$ cat config.mk
export PLATFORM = sky130hd
export DESIGN_NAME = mem_access_unit_flat
export DESIGN_NICKNAME = d
export VERILOG_FILES = /design/src/rtl/mem_access_unit_if.sv /design/src/rtl/mem_access_unit.sv /design/src/flat_wrapper.sv
export SDC_FILE = /design/constraint.sdc
export NUM_CORES = 1
export LEC_CHECK = 0
export CAP_MARGIN = 10
export CORE_MARGIN = 3
export CORE_UTILIZATION = 45
export CTS_CLUSTER_DIAMETER = 50
export DETAILED_ROUTE_END_ITERATION = 6
export GPL_ROUTABILITY_DRIVEN = 0
export PLACE_DENSITY = 0.81
export SLEW_MARGIN = 25
export SYNTH_ARGS = -nofsm -noshare
export SYNTH_HDL_FRONTEND = slang
export SYNTH_SLANG_ARGS = --single-unit
$ cat constraint.sdc
create_clock -name clk -period 2.9 [get_ports clk]
set_input_delay 0.87 -clock clk [delete_from_list [all_inputs] [get_ports clk]]
set_output_delay 0.87 -clock clk [all_outputs]
set_load 0.01 [all_outputs]
$ cat src/rtl/mem_access_unit_if.sv
// Request/response and byte-wide SRAM signals of the memory access unit.
interface mem_access_unit_if #(parameter int ADDR_W = 10);
    logic              start;
    logic [3:0]        read_write;
    logic [31:0]       addr;
    logic [31:0]       wdata;
    logic [31:0]       rdata;
    logic              busy;
    logic              done;
    logic              err;
    logic [ADDR_W-1:0] mem_addr;
    logic [7:0]        mem_wdata;
    logic              mem_we;
    logic              mem_re;
    logic [7:0]        mem_rdata;

    modport slave (
        input  start, read_write, addr, wdata, mem_rdata,
        output rdata, busy, done, err, mem_addr, mem_wdata, mem_we, mem_re
    );

    modport master (
        output start, read_write, addr, wdata, mem_rdata,
        input  rdata, busy, done, err, mem_addr, mem_wdata, mem_we, mem_re
    );
endinterface

$ cat src/rtl/mem_access_unit.sv
// Serialises byte/half/word loads and stores into byte transfers on a
// synchronous byte SRAM; assembles little-endian load data with extension.
module mem_byte_lane #(parameter int VEC_W = 8) (
    input  logic             clk,
    input  logic             rst,
    input  logic             cap,
    input  logic [VEC_W-1:0] din,
    output logic [VEC_W-1:0] nxt
);
    logic [VEC_W-1:0] q;

    // nxt exposes the byte being captured this cycle so the final lane can be
    // folded into rdata on the same edge it is captured.
    assign nxt = cap ? din : q;

    always_ff @(posedge clk or negedge rst) begin
        if (!rst) q <= '0;
        else      q <= nxt;
    end
endmodule

module mem_access_unit #(parameter int ADDR_W = 10) (
    input logic              clk,
    input logic              rst,
    mem_access_unit_if.slave bus
);
    localparam int NUM_LANES = 4;
    localparam int VEC_W     = 8;
    localparam int STAGES    = 1;

    typedef enum logic [1:0] {IDLE, WRITE, READ, FINISH} state_t;

    typedef struct packed {
        logic       store;
        logic       sext;
        logic [1:0] last;
    } acc_t;

    function automatic acc_t decode(input logic [2:0] c);
        acc_t a;
        case (c)
            3'b000:  a = '{store: 1'b0, sext: 1'b1, last: 2'd0};
            3'b001:  a = '{store: 1'b0, sext: 1'b1, last: 2'd1};
            3'b010:  a = '{store: 1'b0, sext: 1'b0, last: 2'd3};
            3'b100:  a = '{store: 1'b0, sext: 1'b0, last: 2'd0};
            3'b101:  a = '{store: 1'b0, sext: 1'b0, last: 2'd1};
            3'b011:  a = '{store: 1'b1, sext: 1'b0, last: 2'd0};
            3'b110:  a = '{store: 1'b1, sext: 1'b0, last: 2'd1};
            default: a = '{store: 1'b1, sext: 1'b0, last: 2'd3};
        endcase
        return a;
    endfunction

    state_t                              state_q, state_d;
    acc_t                                acc_q, acc_d, req_acc;
    logic [ADDR_W-1:0]                   base_q, base_d;
    logic [NUM_LANES-1:0][VEC_W-1:0]     wdata_q, wdata_d;
    logic [1:0]                          cnt_q, cnt_d, cap_lane_q;
    logic [STAGES:0]                     vld_pipe;
    logic                                busy_q, busy_d, done_q, done_d, err_q, err_d;
    logic [31:0]                         rdata_q, rdata_d, ext;
    logic [ADDR_W-1:0]                   maddr_q, maddr_d;
    logic [VEC_W-1:0]                    mwdata_q, mwdata_d;
    logic                                we_q, we_d, re_d, misalign;
    logic [NUM_LANES-1:0]                cap_en;
    logic [NUM_LANES-1:0][VEC_W-1:0]     lane_nxt;

    // vld_pipe[0] is the read issue (drives mem_re); vld_pipe[STAGES] marks
    // the cycle its byte is returned by the SRAM.
    for (genvar i = 0; i < NUM_LANES; i++) begin : g_lane
        assign cap_en[i] = vld_pipe[STAGES] && (cap_lane_q == 2'(i));
        mem_byte_lane #(.VEC_W(VEC_W)) u_lane (
            .clk (clk),
            .rst (rst),
            .cap (cap_en[i]),
            .din (bus.mem_rdata),
            .nxt (lane_nxt[i])
        );
    end

    always_comb begin
        ext = lane_nxt;
        case (acc_q.last)
            2'd0:    ext = {{24{acc_q.sext & lane_nxt[0][7]}}, lane_nxt[0]};
            2'd1:    ext = {{16{acc_q.sext & lane_nxt[1][7]}}, lane_nxt[1], lane_nxt[0]};
            default: ext = lane_nxt;
        endcase
    end

    always_comb begin
        state_d  = state_q;
        acc_d    = acc_q;
        base_d   = base_q;
        wdata_d  = wdata_q;
        cnt_d    = cnt_q;
        busy_d   = busy_q;
        done_d   = 1'b0;
        err_d    = 1'b0;
        rdata_d  = rdata_q;
        maddr_d  = maddr_q;
        mwdata_d = mwdata_q;
        we_d     = 1'b0;
        re_d     = 1'b0;
        req_acc  = decode(bus.read_write[2:0]);
        misalign = (req_acc.last == 2'd1 && bus.addr[0]) ||
                   (req_acc.last == 2'd3 && bus.addr[1:0] != 2'b00);
        case (state_q)
            IDLE, FINISH: begin
                state_d = IDLE;
                busy_d  = 1'b0;
                if (bus.start && bus.read_write[3]) begin
                    acc_d   = req_acc;
                    base_d  = bus.addr[ADDR_W-1:0];
                    wdata_d = bus.wdata;
                    cnt_d   = '0;
                    if (misalign) begin
                        state_d = FINISH;
                        done_d  = 1'b1;
                        err_d   = 1'b1;
                    end else begin
                        busy_d  = 1'b1;
                        maddr_d = bus.addr[ADDR_W-1:0];
                        if (req_acc.store) begin
                            state_d  = WRITE;
                            we_d     = 1'b1;
                            mwdata_d = bus.wdata[7:0];
                        end else begin
                            state_d = READ;
                            re_d    = 1'b1;
                        end
                    end
                end
            end
            WRITE: begin
                if (cnt_q == acc_q.last) begin
                    state_d = FINISH;
                    busy_d  = 1'b0;
                    done_d  = 1'b1;
                end else begin
                    cnt_d    = cnt_q + 2'd1;
                    we_d     = 1'b1;
                    maddr_d  = base_q + ADDR_W'(cnt_d);
                    mwdata_d = wdata_q[cnt_d];
                end
            end
            READ: begin
                // A READ cycle with no issue is the trailing capture of the last byte.
                if (!vld_pipe[0]) begin
                    state_d = FINISH;
                    busy_d  = 1'b0;
                    done_d  = 1'b1;
                    rdata_d = ext;
                end else if (cnt_q != acc_q.last) begin
                    cnt_d   = cnt_q + 2'd1;
                    re_d    = 1'b1;
                    maddr_d = base_q + ADDR_W'(cnt_d);
                end
            end
            default: state_d = IDLE;
        endcase
    end

    always_ff @(posedge clk or negedge rst) begin
        if (!rst) begin
            state_q    <= IDLE;
            acc_q      <= '0;
            base_q     <= '0;
            wdata_q    <= '0;
            cnt_q      <= '0;
            cap_lane_q <= '0;
            vld_pipe   <= '0;
            busy_q     <= 1'b0;
            done_q     <= 1'b0;
            err_q      <= 1'b0;
            rdata_q    <= '0;
            maddr_q    <= '0;
            mwdata_q   <= '0;
            we_q       <= 1'b0;
        end else begin
            state_q    <= state_d;
            acc_q      <= acc_d;
            base_q     <= base_d;
            wdata_q    <= wdata_d;
            cnt_q      <= cnt_d;
            cap_lane_q <= cnt_q;
            vld_pipe   <= {vld_pipe[STAGES-1:0], re_d};
            busy_q     <= busy_d;
            done_q     <= done_d;
            err_q      <= err_d;
            rdata_q    <= rdata_d;
            maddr_q    <= maddr_d;
            mwdata_q   <= mwdata_d;
            we_q       <= we_d;
        end
    end

    assign bus.rdata     = rdata_q;
    assign bus.busy      = busy_q;
    assign bus.done      = done_q;
    assign bus.err       = err_q;
    assign bus.mem_addr  = maddr_q;
    assign bus.mem_wdata = mwdata_q;
    assign bus.mem_we    = we_q;
    assign bus.mem_re    = vld_pipe[0];
endmodule

$ cat src/flat_wrapper.sv
// flat-port wrapper written by rule: the top's interface ports become plain ports
module mem_access_unit_flat 
#(parameter int ADDR_W = 10)
  (clk, rst, bus_start, bus_read_write, bus_addr, bus_wdata, bus_mem_rdata, bus_rdata, bus_busy, bus_done, bus_err, bus_mem_addr, bus_mem_wdata, bus_mem_we, bus_mem_re);
  mem_access_unit_if #(.ADDR_W(ADDR_W)) bus_i ();
  input logic clk;
  input logic rst;
  input wire logic [$bits(bus_i.start)-1:0] bus_start;
  input wire logic [$bits(bus_i.read_write)-1:0] bus_read_write;
  input wire logic [$bits(bus_i.addr)-1:0] bus_addr;
  input wire logic [$bits(bus_i.wdata)-1:0] bus_wdata;
  input wire logic [$bits(bus_i.mem_rdata)-1:0] bus_mem_rdata;
  output wire logic [$bits(bus_i.rdata)-1:0] bus_rdata;
  output wire logic [$bits(bus_i.busy)-1:0] bus_busy;
  output wire logic [$bits(bus_i.done)-1:0] bus_done;
  output wire logic [$bits(bus_i.err)-1:0] bus_err;
  output wire logic [$bits(bus_i.mem_addr)-1:0] bus_mem_addr;
  output wire logic [$bits(bus_i.mem_wdata)-1:0] bus_mem_wdata;
  output wire logic [$bits(bus_i.mem_we)-1:0] bus_mem_we;
  output wire logic [$bits(bus_i.mem_re)-1:0] bus_mem_re;
  assign bus_i.start = bus_start;
  assign bus_i.read_write = bus_read_write;
  assign bus_i.addr = bus_addr;
  assign bus_i.wdata = bus_wdata;
  assign bus_i.mem_rdata = bus_mem_rdata;
  assign bus_rdata = bus_i.rdata;
  assign bus_busy = bus_i.busy;
  assign bus_done = bus_i.done;
  assign bus_err = bus_i.err;
  assign bus_mem_addr = bus_i.mem_addr;
  assign bus_mem_wdata = bus_i.mem_wdata;
  assign bus_mem_we = bus_i.mem_we;
  assign bus_mem_re = bus_i.mem_re;
  mem_access_unit #(.ADDR_W(ADDR_W)) u_core (.clk(clk), .rst(rst), .bus(bus_i));
endmodule
== Word level (Yosys, flattened, before mapping) ==
Cells that the tools add are included.

* Flip-flop bits (word level): 139
* Bits of input ports: 79
* Output and inout port bits: 55
* Word-level logic and storage cells: 126

* $add $sub $neg: 2
* Magnitude comparators: 1
* Equal/unequal tests: 25
* Mux-type cells: 52
* Bitwise operators: 3
* Reduce and logical (&&, ||, !) cells: 21

{| class="wikitable"
|+ Operator list
! operator !! count
|-
| $mux 8 || 9
|-
| $pmux 32 s2 || 1
|-
| $mux 10 || 5
|-
| $pmux 10 s3 || 1
|-
| $pmux 4 s7 || 1
|-
| $mux 1 || 18
|-
| $mux 2 || 9
|-
| $bmux 8 s2 || 1
|-
| $pmux 8 s2 || 1
|-
| $pmux 2 s3 || 2
|-
| $add 10x2->10 || 1
|-
| $eq 2x2->1 const B || 5
|-
| $ne 2x1->1 const B || 5
|-
| $reduce_and 5->1 || 2
|-
| $eq 3x3->1 const B || 3
|-
| $eq 2x1->1 const B || 4
|-
| $logic_and 1x1->1 || 7
|-
| $eq 3x2->1 const B || 2
|-
| $logic_not 2->1 || 3
|-
| $ne 2x2->1 const B || 3
|-
| $pmux 1 s3 || 2
|-
| $reduce_and 2->1 || 3
|-
| $pmux 1 s2 || 2
|-
| $reduce_and 4->1 || 1
|-
| other kinds (11) || 13
|}

== Depth between registers and ports, before layout ==
Gate-level depths: netlist of the first run.

* Depth in word-level cells: 8
* Gate-level depth with buffers: 9

== Modules after synthesis ==
Synthesis of the first run repeated with hierarchy kept, for this count alone.

* Cells, all modules: 467
* Area, all modules: 6232.2 µm²

{| class="wikitable"
|+ Modules (own cells, without submodules)
! module !! times used !! cells each !! area each (µm²) !! seq. area each (µm²)
|-
| mem_access_unit || 1 || 399 || 4906.0 || 2677.6
|-
| mem_byte_lane || 4 || 17 || 331.6 || 200.2
|}

== Worst setup path before layout of the first run ==
Ideal clock, no wire load.

* Path kind: input to register
* From: input bus_read_write[0]
* To: register u_core.maddr_q[2], in the netlist u_core.bus.mem_addr[2]
* Setup time: 0.123 ns
* Arrival: 2.550 ns
* Required time: 2.777 ns
* Slack: 0.227 ns
* Stages: 9
* Buffers on the path: 2
* Path through: inv_1 > ha_1 > and3b_1 > o21a_1 > or2_1 > buf_6 > or3_4 > buf_6 > o221a_1

* Longest elaborated chain between the ends: 7

{| class="wikitable"
|+ Ends and longest elaborated chain
! item !! RTL line !! text
|-
| start, declared || flat_wrapper.sv:9 || <nowiki>input wire logic [$bits(bus_i.read_write)-1:0] bus_read_write;</nowiki>
|-
| $eq 3x3->1 (tied with other cells) || mem_access_unit.sv:41 || <nowiki>case (c)</nowiki>
|-
| $pmux 4 s7 (*) || mem_access_unit.sv:41 ||
|-
| $eq 2x1->1 / $eq 2x2->1 (equally long branches) || mem_access_unit.sv:105, mem_access_unit.sv:106 ||
|-
| $logic_and 1x1->1, on equally long branches || mem_access_unit.sv:105, mem_access_unit.sv:106 ||
|-
| $logic_or 1x1->1 (*) || mem_access_unit.sv:105 || <nowiki>misalign = (req_acc.last == 2'd1 && bus.addr[0]) ||</nowiki>
|-
| $ne 2x2->1 (no line) (*) || n/a ||
|-
| $reduce_and 5->1 (no line) (*) || n/a ||
|-
| end signal, assigned || mem_access_unit.sv:191 || <nowiki>maddr_q <= maddr_d;</nowiki>
|-
| end, declared || mem_access_unit.sv:62 || <nowiki>logic [ADDR_W-1:0] maddr_q, maddr_d;</nowiki>
|}

Every way passes the cells marked *; elsewhere a longest branch is shown, timed or not.
A chain may end at the register's enable or synchronous reset.

== Worst setup path after layout of the first run ==
* From: input bus_read_write[1]
* To: register u_core.mwdata_q[5], in the netlist u_core.bus.mem_wdata[5]

* Longest elaborated chain between the ends: 7

{| class="wikitable"
|+ Ends and longest elaborated chain
! item !! RTL line !! text
|-
| $eq 3x3->1 (tied with other cells) || mem_access_unit.sv:41 ||
|-
| $pmux 4 s7 (*) || mem_access_unit.sv:41 ||
|-
| $eq 2x1->1 / $eq 2x2->1 (equally long branches) || mem_access_unit.sv:105, mem_access_unit.sv:106 ||
|-
| $logic_and 1x1->1, on equally long branches || mem_access_unit.sv:105, mem_access_unit.sv:106 ||
|-
| $logic_or 1x1->1 || mem_access_unit.sv:105 ||
|-
| $ne 2x2->1 (no line) || n/a ||
|-
| $reduce_and 5->1 (no line) (*) || n/a ||
|-
| end signal, assigned || mem_access_unit.sv:192 || <nowiki>mwdata_q <= mwdata_d;</nowiki>
|-
| end, declared || mem_access_unit.sv:63 || <nowiki>logic [VEC_W-1:0] mwdata_q, mwdata_d;</nowiki>
|}

Marked as above.

==> impl_results.rst, run 1 <==
.. list-table::
   :header-rows: 1

   * - Metric
     - Value
   * - Run status
     - complete, no violations
   * - Async S/R FF share, synth
     - 100%
   * - Number of enable flip-flop cells after synthesis
     - 0
   * - Unrepaired setup endpoints after global routing
     - no
   * - Largest stage delay, worst path
     - 520 ps
   * - Number of hold violations in the final report
     - 0
   * - Max-slew violation count
     - 0
   * - Maximum number of pins on one net before global-route repair
     - 86
   * - Post-cts hold buffer count
     - 0
   * - I/O pin count
     - 134
   * - Clk Tree Root Cell
     - clkbuf_16
   * - Worst Setup Slack, final
     - 200 ps
   * - Avg Inst Size Synth
     - 12.9 µm²
   * - Summed area of non-filler cells in the final layout
     - 0.00819 mm²
   * - Remaining design rule violation count
     - 0
   * - Switching power total
     - 3.21 mW
   * - DRT Wirelength
     - 13,900 µm
   * - Clock Sink Count
     - 139
   * - Relative contribution of the clock network to total power
     - 24.5%
   * - Endpoint of the worst-slack reg-to-reg timing path
     - u_core.bus.mem_addr[8]$_DFFE_PN0P_
   * - Synthesized instance count
     - 475
   * - Instance count after placement with tap cells included
     - 754
   * - Main area contributors after synthesis
     - dfrtp_1, mux2_2, mux4_2, nand2_1, nor2_1
   * - Critical R2R Launch
     - u_core.cnt_q[0]$_DFFE_PN0P_
   * - Kind of launch point of the worst setup path
     - primary input
   * - Worst-case clock buffer depth
     - 2
   * - Distinct cells, synth
     - 52
   * - Area overhead of the layout relative to synthesis
     - 33.8%
   * - Die area
     - 0.0150 mm²
   * - Number of nets with antenna violations after routing
     - 0
   * - Slew at the pin with the worst max-slew slack
     - 840 ps
   * - Max-cap violations
     - 0
   * - Iter 0 DRT Violations
     - 212
   * - Post-detailed-placement cell area
     - 0.00752 mm²
   * - Routed vias/inst
     - 5.36
   * - Clock latency on the worst-skew pair
     - 410 ps
   * - Max-slew headroom
     - 44.0%
   * - Layout cells sized above 1
     - 27.5%
   * - Internal power consumption
     - 6.74 mW
   * - Post-place setup slack
     - -306 ps
   * - List of cells traversed by the critical path
     - clkdlybuf4s50_1 > inv_1 > ha_1 > nor2_1 > nor4b_1 > or2_4 > o22ai_2 > buf_12 > mux2_2
   * - DIE HEIGHT
     - 123 µm
   * - Via count of the first global-routing pass
     - 4,455
   * - Critical setup path kind
     - primary input to register
   * - Final net count
     - 690
   * - Number of antenna repair diodes
     - 0
   * - Number of standard-cell rows in the floorplan
     - 41
   * - CTS buffer count
     - 17
   * - Share of Yosys cell area claimed by the top area cell type
     - 56.8%
   * - Switching power share of the total
     - 32.2%
   * - Final Setup Violations
     - 0
   * - Worst hold margin
     - 494 ps
   * - Number of synthesized register bits
     - 139
   * - Path class of the lowest-slack min-delay path
     - register to register
   * - Cell count of the worst hold path
     - 1
   * - Post-Route Skew
     - 8.02 ps
   * - PostCTS Resize Cnt
     - 0
   * - Cell count of the worst reg-to-reg path
     - 5
   * - Register area share after synthesis
     - 56.8%
   * - Starting Density
     - 47.2%
   * - Leading register cell type out of synthesis
     - dfrtp_1
   * - Combinational cell fraction of total power
     - 40.5%
   * - First-pass GRT wire length
     - 22,700 µm
   * - Die Wd
     - 123 µm
   * - Hold path startpoint
     - u_core.g_lane[1].u_lane.q[4]$_DFF_PN0_
   * - Post-CTS Setup Bufs
     - 0
   * - Net count after synthesis
     - 564
   * - Count of H-tree levels built during CTS
     - 4
   * - WL/cell
     - 17.6 µm
   * - Core Footprint
     - 0.0130 mm²
   * - Sequential fraction of design power
     - 34.9%
   * - Buffers added on ports
     - 111
   * - Global-route congestion overflow total
     - 0
   * - PnR Total Power
     - 9.95 mW
   * - Synth warnings
     - 0
   * - Arr. time, crit path
     - 3000 ps
   * - Antenna violations before repair
     - 0
   * - Worst Hold End
     - u_core.g_lane[1].u_lane.q[4]$_DFF_PN0_
   * - Max stage delay cell, worst path
     - clkdlybuf4s50_1
   * - R2R Setup Slk
     - 440 ps
   * - CP Max Fanout
     - 8
   * - Category of the worst setup path capture point
     - register
   * - Netlist area before placement
     - 0.00612 mm²
   * - Fmax
     - 370 MHz
   * - Minimum period implied by the final worst setup slack
     - 2700 ps
   * - TritonCTS clock tree
     - done
   * - Period utilization
     - 93.1%
   * - GRT Total Usage
     - 19.6%
   * - P per Cell Area
     - 1210 mW/mm²
   * - Total vias in the final route
     - 4,213
   * - Clock Pin Slew Worst Setup and Hold Paths
     - 60 ps
   * - Count of non-filler cells in the finished layout
     - 786
   * - Required time at the worst-slack endpoint
     - 3200 ps
   * - Library cell with the largest summed area after synthesis
     - dfrtp_1
   * - Max VDD drop
     - 0.582 mV
   * - Dpl hpwl
     - 9360 µm
   * - Static power due to leakage
     - 3.50 nW
   * - First-pass detailed-route iteration total
     - 4
placed cells by master, fill, tap and decap left out, types with 9 or more instances in the layout:
cell	count
clkbuf_16	17
inv_1	12
xor2_1	9
mux2_2	97
buf_4	18
a31oi_1	10
clkdlybuf4s50_1	110
ha_1	9
dfrtp_1	139
nor2_1	33
a21oi_1	22
nand2_1	40
o21ai_0	14
cell type report:
type | instances | area (µm²)
fillers | 965 | 4790
flip-flops and latches | 139 | 3480
multi-input cells | 300 | 2490
repair buffers | 131 | 1290
clock buffers | 17 | 425
clock inverters | 15 | 246
well taps | 172 | 215
inverters | 12 | 45.0
Yosys cell counts, types with 2 or more instances:
cell        n
a21o_1      2
a21oi_1    22
a31oi_1    10
buf_1       3
buf_2       3
buf_6       3
clkbuf_1   15
dfrtp_1   139
ha_1        9
inv_1      12
mux2_2     97
mux4_2      8
nand2_1    40
nand3_1     6
nand4_1     4
nor2_1     33
nor3_1      2
o21ai_0    14
o221a_1     7
o221ai_1    2
o31a_1      2
xnor2_1     4
xor2_1      9
how the worst max path moves through the flow:
stage / startpoint / endpoint / slack (ps) / depth (start not counted)
2_1_floorplan: bus_read_write[0] / u_core.bus.mem_addr[2]$_DFFE_PN0P_ / 230 / 9
3_3_place_gp: bus_read_write[0] / u_core.bus.mem_addr[7]$_DFFE_PN0P_ / -230 / 8
3_5_place_dp: bus_read_write[1] / u_core.bus.mem_wdata[1]$_DFFE_PN0P_ / -310 / 9
4_1_cts: bus_read_write[1] / u_core.bus.mem_wdata[5]$_DFFE_PN0P_ / 120 / 9
5_1_grt: bus_read_write[1] / u_core.bus.mem_wdata[4]$_DFFE_PN0P_ / 80 / 9
6_report: bus_read_write[1] / u_core.bus.mem_wdata[5]$_DFFE_PN0P_ / 200 / 9
flip-flops by register name (all words and copies together), names as in the netlist:
signal                  flops
u_core.g_lane.u_lane.q     32
u_core.wdata_q             32
u_core.cnt_q                2
u_core.vld_pipe             2
u_core.acc_q                3
u_core.bus.done             1
u_core.bus.mem_addr        10
u_core.bus.mem_we           1
u_core.base_q              10
u_core.bus.busy             1
u_core.cap_lane_q           2
u_core.state_q              2
u_core.bus.rdata           32
u_core.bus.err              1
u_core.bus.mem_wdata        8
routing by layer:
metal / wire length (µm) / global-route usage, %
met5: 0 / 0
met4: 175 / 6.23
met3: 962 / 6.27
met2: 7120 / 32.4
met1: 5600 / 24.6
critical path, delay by kind of cell:
family,cells,cell delay [ps]
buf+inv,3,780
compound gates,1,100
mux,1,270
simple gates,3,780
fa+ha+maj,1,200
through the flow:
stage / util, % / setup TNS, ps
global placement: 57.9 / -4060
global route: 63.1 / 0
finish: 63.1 / 0
CTS: 63.1 / 0
detailed placement: 57.9 / -5080
floorplan: - / 0
power by group through the flow:
| stage | combinational, mW | clock, mW | sequential, mW |
|---|---|---|---|
| floorplan | 2.49 | 0 | 3.46 |
| global placement | 3.87 | 0 | 3.43 |
| detailed placement | 4.03 | 0 | 3.49 |
| CTS | 4.08 | 2.48 | 3.47 |
| global route | 4.42 | 2.56 | 3.58 |
| finish | 4.03 | 2.44 | 3.47 |
cells by family after synthesis:
| logic type | synth area share, % |
|---|---|
| buf+inv | 2.64 |
| mux | 21.2 |
| xor+xnor | 1.86 |
| fa+ha+maj | 2.17 |
| simple gates | 7.33 |
| flops | 56.8 |
| compound gates | 8.03 |
Note: power is estimated with default switching activity, not from simulation.
==> run 2, diff against run 1 <==
==> constraint.sdc (replaced) <==
create_clock -name clk -period 2.9 [get_ports clk]
set_input_delay 0.87 -clock clk [delete_from_list [all_inputs] [get_ports clk]]
set_output_delay 0.87 -clock clk [all_outputs]
set_load 0.1 [all_outputs]
==> run 2 against run 1 <==
Against the previous run:
- sequential share of layout area grew 1.5 points
- cell area shrank 3.4%
- flip-flop and latch count is the same
- clock-buffer cell count grew 9
- critical path depth is the same
- first-iteration DRC count grew 1.9%
- die area is the same
- register-to-register slack gained 30 ps
- core utilization shrank 2.1 points
==> impl_results.rst, run 2 (same netlist as run 1, synthesis figures left out) <==
.. list-table::
   :header-rows: 1

   * - Metric
     - Value
   * - Run status
     - complete, no violations
   * - GRT Total Usage
     - 19.6%
   * - Max stage delay cell, worst path
     - clkdlybuf4s50_1
   * - Clock Sink Count
     - 139
   * - Fmax
     - 360 MHz
   * - Post-CTS Setup Bufs
     - 0
   * - Path class of the lowest-slack min-delay path
     - primary input to async pin
   * - Total number of cells along the worst setup path
     - 9
   * - Final Setup Violations
     - 0
   * - Met3 GRT Util
     - 6.13%
   * - Timing startpoint of the critical path
     - bus_read_write[0]
   * - Max-cap violations
     - 0
   * - Total vias in the final route
     - 4,189
   * - First-pass GRT wire length
     - 22,500 µm
   * - Remaining design rule violation count
     - 0
   * - CTS buffer count
     - 17
   * - Iter 0 DRT Violations
     - 216
   * - Routed vias/inst
     - 5.35
   * - Period utilization
     - 95.7%
   * - Layout cells sized above 1
     - 35.5%
   * - Die area
     - 0.0150 mm²
   * - Via count of the first global-routing pass
     - 4,380
   * - DIE HEIGHT
     - 123 µm
   * - List of cells traversed by the critical path
     - clkdlybuf4s50_1 > buf_4 > ha_1 > and2b_1 > nor4b_1 > or2_1 > o22ai_2 > buf_12 > mux2_2
   * - Count of H-tree levels built during CTS
     - 4
   * - Arr. time, crit path
     - 3070 ps
   * - PostCTS Resize Cnt
     - 0
   * - CP Max Fanout
     - 8
   * - Final standard cell utilization of the core
     - 61.0%
   * - Max-slew violation count
     - 0
   * - Count of non-filler cells in the finished layout
     - 783
   * - Instance count after placement with tap cells included
     - 755
   * - Core Footprint
     - 0.0130 mm²
   * - Category of the worst setup path capture point
     - register
   * - Dpl hpwl
     - 9560 µm
   * - Clk Tree Root Cell
     - clkbuf_16
   * - Post-cts hold buffer count
     - 0
   * - Capture point of the worst path
     - u_core.bus.mem_wdata[1]$_DFFE_PN0P_
   * - Commonest cells after routing, fill and taps aside
     - dfrtp_1, mux2_2, buf_4
   * - Max-slew headroom
     - 43.2%
   * - Multi-input gate area
     - 0.00249 mm²
   * - Required time at the worst-slack endpoint
     - 3200 ps
   * - Number of antenna repair diodes
     - 0
   * - Starting Density
     - 47.2%
   * - Unrepaired setup endpoints after global routing
     - no
   * - Antenna violations before repair
     - 0
   * - R2R Setup Slk
     - 470 ps
   * - Clock latency on the worst-skew pair
     - 420 ps
   * - Cell count of the worst reg-to-reg path
     - 5
   * - First-pass detailed-route iteration total
     - 4
   * - Met1 track utilization from global routing
     - 24.2%
   * - Fill count
     - 1,018
   * - Clock Pin Slew Worst Setup and Hold Paths
     - 50 ps
   * - Number of nets with antenna violations after routing
     - 0
   * - Worst-case clock buffer depth
     - 2
   * - WL/cell
     - 17.7 µm
   * - Post-Route Skew
     - 5.45 ps
   * - Area overhead of the layout relative to synthesis
     - 29.3%
   * - Die Wd
     - 123 µm
   * - Busiest layer in global routing
     - met2
   * - Buffers added on ports
     - 111
   * - Minimum period implied by the final worst setup slack
     - 2770 ps
   * - Global-route congestion overflow total
     - 0
   * - I/O pin count
     - 134
   * - Combined flip-flop and latch cell area
     - 0.00348 mm²
   * - TritonCTS clock tree
     - done
   * - Worst path buffer plus inverter count
     - 3
   * - Final net count
     - 691
   * - Maximum number of pins on one net before global-route repair
     - 69
   * - Number of standard-cell rows in the floorplan
     - 41
   * - Critical R2R Launch
     - u_core.cnt_q[0]$_DFFE_PN0P_
   * - Slew at the pin with the worst max-slew slack
     - 852 ps
   * - Number of hold violations in the final report
     - 0
   * - Kind of launch point of the worst setup path
     - primary input
   * - DRT Wirelength
     - 13,800 µm
   * - Final-layout setup total negative slack
     - 0 ps
   * - Dominant delay contributor by cell family on the critical path
     - simple AND/OR/NAND/NOR gates
   * - Most common cell after layout, fill and taps aside
     - dfrtp_1
   * - Endpoint of the worst-slack reg-to-reg timing path
     - u_core.bus.mem_addr[9]$_DFFE_PN0P_
   * - Largest stage delay, worst path
     - 420 ps
   * - Critical setup path kind
     - primary input to register
   * - Met2 layer usage reported by global route
     - 31.9%
[run 2: cell types whose count changed in the layout (fill, tap and decap cells not counted)]
cell             before  now
bufinv_16             6    0
clkinvlp_4            4    0
or2_1                 0    1
clkbuf_1              0    3
buf_4                18   74
clkdlybuf4s50_1     110   55
clkinv_4              2    0
inv_6                 1    0
clkbuf_8              0    6
or2_4                 1    0
[run 2: worst min-delay path by stage]
stage / startpoint / endpoint / slack, ps
floorplan: u_core.cnt_q[1]$_DFFE_PN0P_ / u_core.cap_lane_q[1]$_DFF_PN0_ / 350
global route: rst / u_core.bus.rdata[17]$_DFFE_PN0P_ / 500
global placement: u_core.g_lane[1].u_lane.q[3]$_DFF_PN0_ / u_core.g_lane[1].u_lane.q[3]$_DFF_PN0_ / 470
finish: rst / u_core.bus.rdata[18]$_DFFE_PN0P_ / 450
CTS: rst / u_core.bus.rdata[26]$_DFFE_PN0P_ / 460
detailed placement: u_core.g_lane[1].u_lane.q[4]$_DFF_PN0_ / u_core.g_lane[1].u_lane.q[4]$_DFF_PN0_ / 480
[run 2: final cells by class]
class / count / share of cell area (%)
flip-flops and latches: 139 / 43.9
multi-input cells: 300 / 31.5
repair buffers: 132 / 14.6
clock buffers: 26 / 6.56
well taps: 172 / 2.72
inverters: 12 / 0.569
clock inverters: 2 / 0.126
[run 2: per-layer routing]
metal  part of all wire, %  up-vias
li1                      -     1943
met1                    42     2095
met2                    49      129
met3                   6.6       22
met4                   2.0        0
met5                     0        -
[run 2: per-stage QoR]
| stage | setup WS, ps | area [µm²] | hold slack (ps) |
|---|---|---|---|
| after floorplan | 227 | 6120 | 349 |
| after global placement | -239 | 7390 | 474 |
| after detailed placement | -314 | 7390 | 484 |
| after CTS | 133 | 7920 | 458 |
| after global routing | 23.7 | 7920 | 500 |
| final | 125 | 7920 | 448 |
Power of run 2 is left out: the tool's default activity adds up to more than one toggle a clock period on the data nets, which glitch-free logic cannot reach.
==> run 3, diff against run 2 <==
CORE_MARGIN = not set   (was 3)
==> run 3 against run 2 <==
Against the previous run:
- register-to-register slack improved by 130 ps
- global-route usage rose by 0.79 points
- critical endpoint is now u_core.bus.mem_wdata[5]$_DFFE_PN0P_
- first-iteration DRC count decreased by 13%
- clock skew increased by 2.0 ps
- critical path depth decreased by 1
- cell area up 0.81%
- clock-buffer cell count down 7
==> impl_results.rst, run 3 (same netlist as run 1, synthesis figures left out) <==
.. list-table::
   :header-rows: 1

   * - Metric
     - Value
   * - Worst Setup Slack, final
     - 75.1 ps
   * - Fill count
     - 1,066
   * - TritonCTS clock tree
     - done
   * - Commonest cells after routing, fill and taps aside
     - dfrtp_1, mux2_2, buf_4
   * - Critical setup path kind
     - primary input to register
   * - DIE HEIGHT
     - 119 µm
   * - Iter 0 DRT Violations
     - 188
   * - Dpl hpwl
     - 9210 µm
   * - Number of standard-cell rows in the floorplan
     - 42
   * - Routed vias/inst
     - 5.31
   * - Via count of the first global-routing pass
     - 4,472
   * - Post-cts hold buffer count
     - 0
   * - Summed area of non-filler cells in the final layout
     - 0.00798 mm²
   * - DRT Wirelength
     - 13,400 µm
   * - Max-cap violations
     - 0
   * - Final net count
     - 687
   * - Fmax
     - 354 MHz
   * - Final standard cell utilization of the core
     - 60.3%
   * - CTS buffer count
     - 17
   * - Core Footprint
     - 0.0132 mm²
   * - Max-slew violation count
     - 0
   * - First-pass detailed-route iteration total
     - 4
   * - GRT Total Usage
     - 20.4%
   * - Clock latency on the worst-skew pair
     - 420 ps
   * - Antenna violations before repair
     - 0
   * - Path class of the lowest-slack min-delay path
     - primary input to async pin
   * - Worst-case clock buffer depth
     - 2
   * - Slew at the pin with the worst max-slew slack
     - 864 ps
   * - Clock Sink Count
     - 139
   * - Count of H-tree levels built during CTS
     - 4
   * - Most common cell after layout, fill and taps aside
     - dfrtp_1
   * - Final-layout setup total negative slack
     - 0 ps
   * - Category of the worst setup path capture point
     - register
   * - Cell count of the worst reg-to-reg path
     - 5
   * - First-pass GRT wire length
     - 22,100 µm
   * - Layout cells sized above 1
     - 36.2%
   * - WL/cell
     - 17.1 µm
   * - Die area
     - 0.0141 mm²
   * - Post-detailed-placement cell area
     - 0.00735 mm²
   * - Multi-input gate area
     - 0.00250 mm²
   * - Number of hold violations in the final report
     - 0
   * - Minimum period implied by the final worst setup slack
     - 2820 ps
   * - Total vias in the final route
     - 4,182
   * - Final Setup Violations
     - 0
   * - CP Max Fanout
     - 8
   * - Die Wd
     - 119 µm
   * - Number of antenna repair diodes
     - 0
   * - Maximum number of pins on one net before global-route repair
     - 58
   * - Kind of launch point of the worst setup path
     - primary input
   * - Clock Pin Slew Worst Setup and Hold Paths
     - 60 ps
   * - Max-slew headroom
     - 42.4%
   * - I/O pin count
     - 134
   * - Period utilization
     - 97.4%
   * - Post-place setup slack
     - -377 ps
   * - Post-Route Skew
     - 7.43 ps
   * - Area overhead of the layout relative to synthesis
     - 30.3%
   * - Unrepaired setup endpoints after global routing
     - no
   * - Run status
     - complete, no violations
   * - Required time at the worst-slack endpoint
     - 3200 ps
   * - Remaining design rule violation count
     - 0
   * - Starting Density
     - 46.2%
   * - Arr. time, crit path
     - 3130 ps
   * - Clk Tree Root Cell
     - clkbuf_16
   * - Buffers added on ports
     - 111
   * - Combined flip-flop and latch cell area
     - 0.00348 mm²
   * - Global-route congestion overflow total
     - 0
   * - Number of nets with antenna violations after routing
     - 0
==> run 3: routing by layer <==
metal	wire length (µm)	GRT usage, %	vias up
met3	827	7.29	16
met4	200	7.52	0
met5	0	0	-
met2	6730	33.2	120
met1	5690	24.9	2116
li1	-	-	1930
==> run 3: final timing paths <==
| check | start | end | slack (ps) |
|---|---|---|---|
| min in group clk | u_core.cnt_q[1]$_DFFE_PN0P_ | u_core.cap_lane_q[1]$_DFF_PN0_ | 470 |
| max reg2reg | u_core.state_q[0]$_DFFE_PN0P_ | u_core.bus.mem_wdata[5]$_DFFE_PN0P_ | 600 |
| max in group asynchronous | rst | u_core.bus.mem_addr[6]$_DFFE_PN0P_ | 1730 |
| min | rst | u_core.bus.rdata[16]$_DFFE_PN0P_ | 410 |
| max | bus_read_write[0] | u_core.bus.mem_wdata[5]$_DFFE_PN0P_ | 80 |
| min reg2reg | u_core.cnt_q[1]$_DFFE_PN0P_ | u_core.cap_lane_q[1]$_DFF_PN0_ | 470 |
==> run 3: critical path, cell delays in order <==
cell	delay, ps
clkdlybuf4s50_1	480
inv_1	70
ha_1	200
and3b_1	170
o21a_1	180
or2_1	260
o22ai_2	470
mux2_2	400
==> run 3: what timing repair did <==
action | CTS | global route
buffers inserted | 0 | 0
setup endpoints to repair | 0 | 2
gates resized for setup | 0 | 1
==> run 3: cell type report <==
type                    count  share of cell area [%]
multi-input cells         300                    31.3
repair buffers            128                    14.0
flip-flops and latches    139                    43.6
inverters                  12                   0.564
clock inverters            13                    2.15
well taps                 176                    2.76
clock buffers              19                    5.67
==> run 3: stage by stage <==
stage | hold slack [ps] | cells
after floorplan | 349 | 475
after global placement | 451 | 755
after detailed placement | 452 | 755
after CTS | 406 | 787
after global routing | 424 | 787
final | 406 | 787
Power of run 3 is left out for the same reason.
